`src/rtl/fact_dp_arbiter.sv`:
```
// fact_dp_arbiter: round-robin front end sharing one factorial datapath
// between N_REQ requesters. Latches the winner's operand, pulses dp_start,
// waits for dp_done under a RUN watchdog and returns the result on a
// valid/ready response channel tagged with the requester id.
module fact_dp_arbiter #(
  parameter int N_REQ   = 4,
  parameter int DATA_W  = 8,
  parameter int TIMEOUT = 255
) (
  input  logic                     clk,
  input  logic                     rst_n,
  input  logic [N_REQ-1:0]         req,
  input  logic [N_REQ*DATA_W-1:0]  req_data,
  output logic [N_REQ-1:0]         gnt,
  output logic                     busy,
  output logic                     dp_start,
  output logic [DATA_W-1:0]        dp_data_in,
  input  logic                     dp_done,
  input  logic [DATA_W-1:0]        dp_data_out,
  output logic                     rsp_valid,
  input  logic                     rsp_ready,
  output logic [DATA_W-1:0]        rsp_data,
  output logic [$clog2(N_REQ)-1:0] rsp_id,
  output logic                     rsp_err
);

  localparam int ID_W = $clog2(N_REQ);
  localparam int WD_W = $clog2(TIMEOUT + 1);
  localparam logic [WD_W-1:0] WD_LAST = WD_W'(TIMEOUT - 1);
  localparam logic [ID_W-1:0] ID_LAST = ID_W'(N_REQ - 1);

  typedef enum logic [2:0] {
    S_IDLE,
    S_GRANT,
    S_START,
    S_RUN,
    S_RESP
  } state_t;

  state_t               state_q, state_d;
  logic [ID_W-1:0]      rr_ptr_q, rr_ptr_d;
  logic [ID_W-1:0]      id_q, id_d;
  logic [WD_W-1:0]      wd_q, wd_d;
  logic [N_REQ-1:0]     gnt_q, gnt_d;
  logic                 busy_q, busy_d;
  logic                 dp_start_q, dp_start_d;
  logic [DATA_W-1:0]    dp_data_in_q, dp_data_in_d;
  logic                 rsp_valid_q, rsp_valid_d;
  logic [DATA_W-1:0]    rsp_data_q, rsp_data_d;
  logic                 rsp_err_q, rsp_err_d;

  logic                 win_found;
  logic [ID_W-1:0]      win_id;
  logic [ID_W-1:0]      scan_idx;
  logic [DATA_W-1:0]    req_slice [N_REQ];

  // Unpack the flat operand bus into one slice per requester.
  genvar gi;
  generate
    for (gi = 0; gi < N_REQ; gi++) begin : g_slice
      assign req_slice[gi] = req_data[gi*DATA_W +: DATA_W];
    end
  endgenerate

  // Round-robin search: first asserted req starting at rr_ptr, wrapping.
  always_comb begin
    win_found = 1'b0;
    win_id    = '0;
    scan_idx  = '0;
    for (int k = 0; k < N_REQ; k++) begin
      scan_idx = ID_W'((int'(rr_ptr_q) + k) % N_REQ);
      if (!win_found && req[scan_idx]) begin
        win_found = 1'b1;
        win_id    = scan_idx;
      end
    end
  end

  // Next-state and next-output decode; every output is registered.
  always_comb begin
    state_d      = state_q;
    rr_ptr_d     = rr_ptr_q;
    id_d         = id_q;
    wd_d         = wd_q;
    gnt_d        = '0;
    busy_d       = busy_q;
    dp_start_d   = 1'b0;
    dp_data_in_d = dp_data_in_q;
    rsp_valid_d  = rsp_valid_q;
    rsp_data_d   = rsp_data_q;
    rsp_err_d    = rsp_err_q;
    case (state_q)
      S_IDLE: begin
        if (win_found) begin
          state_d      = S_GRANT;
          id_d         = win_id;
          dp_data_in_d = req_slice[win_id];
          gnt_d        = N_REQ'(1) << win_id;
          busy_d       = 1'b1;
        end
      end
      S_GRANT: begin
        state_d    = S_START;
        dp_start_d = 1'b1;
      end
      S_START: begin
        state_d = S_RUN;
        wd_d    = '0;
      end
      S_RUN: begin
        // A completion in the last watchdog cycle still wins.
        if (dp_done) begin
          state_d     = S_RESP;
          rsp_data_d  = dp_data_out;
          rsp_err_d   = 1'b0;
          rsp_valid_d = 1'b1;
        end else if (wd_q == WD_LAST) begin
          state_d     = S_RESP;
          rsp_data_d  = '0;
          rsp_err_d   = 1'b1;
          rsp_valid_d = 1'b1;
        end else begin
          wd_d = wd_q + 1'b1;
        end
      end
      S_RESP: begin
        if (rsp_ready) begin
          state_d     = S_IDLE;
          rsp_valid_d = 1'b0;
          busy_d      = 1'b0;
          rr_ptr_d    = (id_q == ID_LAST) ? '0 : id_q + 1'b1;
        end
      end
      default: begin
        state_d = S_IDLE;
      end
    endcase
  end

  // State and output registers; reset abandons any transaction in flight.
  always_ff @(posedge clk or negedge rst_n) begin
    if (!rst_n) begin
      state_q      <= S_IDLE;
      rr_ptr_q     <= '0;
      id_q         <= '0;
      wd_q         <= '0;
      gnt_q        <= '0;
      busy_q       <= 1'b0;
      dp_start_q   <= 1'b0;
      dp_data_in_q <= '0;
      rsp_valid_q  <= 1'b0;
      rsp_data_q   <= '0;
      rsp_err_q    <= 1'b0;
    end else begin
      state_q      <= state_d;
      rr_ptr_q     <= rr_ptr_d;
      id_q         <= id_d;
      wd_q         <= wd_d;
      gnt_q        <= gnt_d;
      busy_q       <= busy_d;
      dp_start_q   <= dp_start_d;
      dp_data_in_q <= dp_data_in_d;
      rsp_valid_q  <= rsp_valid_d;
      rsp_data_q   <= rsp_data_d;
      rsp_err_q    <= rsp_err_d;
    end
  end

  assign gnt        = gnt_q;
  assign busy       = busy_q;
  assign dp_start   = dp_start_q;
  assign dp_data_in = dp_data_in_q;
  assign rsp_valid  = rsp_valid_q;
  assign rsp_data   = rsp_data_q;
  assign rsp_id     = id_q;
  assign rsp_err    = rsp_err_q;

endmodule

```
`config.mk`:
```
export PLATFORM = sky130hd
export DESIGN_NAME = fact_dp_arbiter
export DESIGN_NICKNAME = d
export VERILOG_FILES = /design/src/rtl/fact_dp_arbiter.sv
export SDC_FILE = /design/constraint.sdc
export NUM_CORES = 1
export LEC_CHECK = 0
export BUFFER_PORTS_ARGS = -buffer_cell sky130_fd_sc_hd__buf_2
export CELL_PAD_IN_SITES_DETAIL_PLACEMENT = 0
export CELL_PAD_IN_SITES_GLOBAL_PLACEMENT = 2
export CORE_AREA = 4 4 84 86
export CTS_BUF_LIST = sky130_fd_sc_hd__clkbuf_16
export DETAILED_ROUTE_END_ITERATION = 10
export DIE_AREA = 0 0 88 90
export HOLD_SLACK_MARGIN = 0.06
export PLACE_DENSITY = 0.81
export SLEW_MARGIN = 15
export SYNTH_ARGS = -nofsm -noshare
export SYNTH_HDL_FRONTEND = slang
export SYNTH_SLANG_ARGS = --single-unit
export TNS_END_PERCENT = 1
```
`constraint.sdc`:
```
create_clock -name clk -period 3.24 [get_ports clk]
set_input_delay 0.324 -clock clk [delete_from_list [all_inputs] [get_ports clk]]
set_output_delay 0.324 -clock clk [all_outputs]
set_load 0.02 [all_outputs]
```
-- After elaboration in Yosys (flattened, before gate mapping)
Cells that the tools add are included.
W data, S select, Z words.
- bits in registers: 39
- latch bits: 0
- bits in writable memories: 0
- ROM bits: 0
- bits of input ports: 48
- memories kept: 0
- add/subtract/negate cells: 5
- $mul: 0
- divide/modulo/power cells: 0
- magnitude comparators: 5
- equality and inequality tests: 11
- shift operators: 1
- multiplexer cells: 40
- bitwise gates (word level): 1
- reduce and logical (&&, ||, !) cells: 18
- operator list (operator ; count):
    $mux W8 ; 6
    $bmux W8 S2 ; 1
    $pmux W8 S2 ; 1
    $pmux W3 S5 ; 1
    $mux W1 ; 14
    $lt A2 B3 Y1 const B ; 4
    $mux W3 ; 4
    $reduce_and A3 Y1 ; 4
    $mux W2 ; 5
    $add A8 B1 Y8 const B ; 1
    $bmux W1 S2 ; 4
    $eq A8 B8 Y1 const B ; 1
    $mux W4 ; 2
    $ne A2 B2 Y1 const B ; 4
    $reduce_bool A2 Y1 ; 4
    $eq A3 B2 Y1 const B ; 2
    $reduce_and A2 Y1 ; 3
    $add A2 B1 Y2 const B ; 2
    $add A2 B2 Y2 const B ; 2
    $pmux W1 S2 ; 2
    $shl A1 B2 Y4 const A ; 1
    $eq A3 B1 Y1 const B ; 1
    $eq A3 B3 Y1 const B ; 1
    $ge A3 B3 Y1 const B ; 1
    other kinds (6) ; 10

-- Logic depth before layout (Yosys ltp)
- depth in word-level cells: 16
- mapped depth: 7
- mapped depth without buffers: 7

-- Worst setup path before layout
No wires, ideal clock.
- kind: flip-flop to flip-flop
- from: register wd_q[0]
- to: register wd_q[4]
- arrival time: 1.672 ns
- slack: 1.502 ns
- cell stages (with the launch flop): 8
- buffers on the path: 0
- path through: dfrtp_1 -> inv_1 -> ha_1 -> and3_1 -> a21oi_4 -> nand2_1 -> or4_1 -> nand2_1
- longest elaborated chain between the ends: 4
- elaborated cells between the ends (all ways): 7
- ends and longest elaborated chain (what ; RTL line ; source):
    start: declaration ; 43 ; logic [WD_W-1:0] wd_q, wd_d;
    start signal: assignment ; 158 ; wd_q <= wd_d;
    $add A8 B1 Y8 ; 123 ; wd_d = wd_q + 1'b1;
    $mux W8 ; 117 ; end else if (wd_q == WD_LAST) begin
    $mux W8 ; 112 ; if (dp_done) begin
    $pmux W8 S2 ; 92 ; case (state_q)
Parallel ways exist; a longest one is shown, timed or not. The select of a mux whose other input is x is not followed.
A chain may end at the register's enable or synchronous reset.

-- Worst setup path in the final report
- from: register state_q[2]
- to: register dp_data_in_q[5] (netlist: dp_data_in[5])
- longest elaborated chain between the ends: 2
- ends and longest elaborated chain (what ; RTL line ; source):
    start: declaration ; 40 ; state_t state_q, state_d;
    start signal: assignment ; 155 ; state_q <= state_d;
    $logic_not A3 Y1 ; 92 ;
    $reduce_and A2 Y1 (no line) ; - ;
    end signal: assignment ; 162 ; dp_data_in_q <= dp_data_in_d;
    end: declaration ; 47 ; logic [DATA_W-1:0] dp_data_in_q, dp_data_in_d;
No other way between the ends.

==> out/qor.csv <==
metric,value,unit
core,0.00628,mm²
cts.sinks,39,
arrival,2340,ps
syn_area,0.00193,mm²
layout-drive-gt1-share,37.3,%
dieArea,0.00792,mm²
maxSlewViolCount,0,
drt_iter0_drc,67,
die_h,90,µm
ys.flop_type,dfrtp_1,
whs,158,ps
initial_utilization,30.7,%
synth_top_area_cell,dfrtp_1,
p_leak,0.00127,µW
h-tree-depth,2,
clock.fmax,465,MHz
antenna_cells,0,
syn-num-nets,225,
antenna_found_initial,0,
syn_avg_cell_area,11.1,µm²
detailed_place_hpwl,3440,µm
port_buffers,73,
area_growth,27.8,%
hold_path_class,input pin to asynchronous set/reset pin,
rows,29,
r2r-start,state_q[2]$_DFFE_PN0P_,
insertion_delay,270,ps
dr.pass1.iters,4,
postSynthCellCount,174,
fin_nets,296,
setup_violations,0,
grt_pass1_vias,1568,
ys_ff_latch,39,
cp-end-kind,flop,
instances_no_fill,321,
wirelength,4550,µm
clkTransAtPathRegs,50,ps
cts_resized,0,
clock_skew,2.77,ps
dp_cells,315,
post_drt_wl_per_cell,14.2,µm
grt_pass1_wl,7470,µm
grt_usage,11.9,%
synth.yosys.seq_area_share,50.6,%
die_w,88,µm
period_minus_slack,2150,ps
worstPathRequired,3430,ps
cts_setup_buffers,0,
ir_drop,513,µV
powerDensity,865,mW/mm²
critical_path_peak_fanout,16,
rsz0062_at_grt,false,
drc_errors,0,
grt_max_degree,40,
cap_violations,0,
gp_congestion,0.792,
synth_common_cells,"dfrtp_1, nand2_1, mux2i_1",
synthTopCellsByArea,"dfrtp_1, mux2i_1, o221ai_2",
worst_slew_pin_slew,847,ps
yosysMostFrequentCell,dfrtp_1,
antenna_left,0,
ioPinCount,74,
cts_tree,yes,
via_count,1552,
synth_top_area_share,50.6,%
fin_crit_sh,66.4,%
worstSetupPathType,flop to flop,
regToRegEndpoint,dp_data_in[5]$_DFFE_PN0P_,
cts-buffers-inserted,5,
max_slew_margin,43.5,%
overflow,0,
finalHoldViolations,0,
synth_edf_count,0,
worstSetupStartpointType,flop,
ys_types,39,
ff2ff_path_depth,3,
cts-root-buf,clkbuf_16,
cts_max_path_buffers,2,
yosysWarningCount,0,
via_per_inst,4.83,
tns,0,ps
cts_hold_buf,0,
status,completed,
async_reset_ff_share,100,%
reg2reg_slack,1090,ps
state kept, by name, summed over array words and instances, names as in the netlist, 2 cells and up:
signal      flops
rsp_id          2
rsp_data        8
rr_ptr_q        2
wd_q            8
dp_data_in      8
state_q         3
gnt             4
cell type report:
cell class	count	area, µm²
Clock buffer	5	125
Clock inverter	1	3.75
Fill cell	641	3810
Inverter	5	18.8
Multi-Input combinational cell	120	870
Sequential cell	39	976
Tap cell	77	96.3
Timing Repair Buffer	74	373
worst max path at each step:
stage	from	endpoint	slack, ps	cells past startpoint
global route	state_q[2]$_DFFE_PN0P_	dp_data_in[5]$_DFFE_PN0P_	930	3
floorplan	wd_q[0]$_DFFE_PN0P_	wd_q[4]$_DFFE_PN0P_	1500	7
CTS	state_q[2]$_DFFE_PN0P_	dp_data_in[1]$_DFFE_PN0P_	1050	3
global placement	req[1]	dp_data_in[2]$_DFFE_PN0P_	960	6
finish	state_q[2]$_DFFE_PN0P_	dp_data_in[5]$_DFFE_PN0P_	1090	3
detailed placement	req[1]	dp_data_in[6]$_DFFE_PN0P_	860	6
where the power goes:
| group | switching (µW) | internal, µW |
|---|---|---|
| Clock | 167 | 273 |
| Combinational | 549 | 363 |
| Sequential | 120 | 657 |
| Total | 836 | 1290 |
per-stage QoR:
stage               power [µW]  util [%]  worst slack (ps)  instance area [µm²]
floorplan                 1450         -              1500                 1930
global placement          1710      37.2               958                 2330
detailed placement        1720      37.2               856                 2330
CTS                       2170      39.2              1050                 2460
global route              2300      39.2               931                 2460
finish                    2130      39.2              1090                 2460
cell families (layout without fill, tap and decap cells):
| group | after synthesis | after routing | share of synthesized area (%) |
|---|---|---|---|
| simple gates | 62 | 62 | 16.4 |
| flops | 39 | 39 | 50.6 |
| compound gates | 34 | 34 | 16.1 |
| mux | 17 | 17 | 8.90 |
| buf+inv | 15 | 85 | 4.22 |
| xor+xnor | 4 | 4 | 1.82 |
| fa+ha+maj | 3 | 3 | 1.95 |
layout by cell type (no fill, tap or decap), types with 3 or more instances in the layout:
cell,n
o221ai_2,8
nor2_1,9
o21ai_0,6
nand3_1,6
nand2_1,21
a21oi_1,3
buf_2,73
clkbuf_16,5
dfrtp_1,39
ha_1,3
inv_1,6
xor2_1,4
nor2b_1,3
a22o_1,8
nor3_1,4
mux2i_1,16
nand4_1,3
metal layers:
metal / global-route usage, % / routed length [µm] / vias up
met1: 14.8 / 2010 / 730
met4: 3.84 / 45 / 0
met2: 19.7 / 2180 / 44
li1: - / - / 774
met3: 3.29 / 323 / 4
met5: 0 / 0 / -
worst max-delay path, cell delays in order (launching register included):
cell,delay [ps]
dfrtp_1,450
or4_1,810
nand2b_1,500
o221ai_2,290
(Power assumes the default switching activity.)
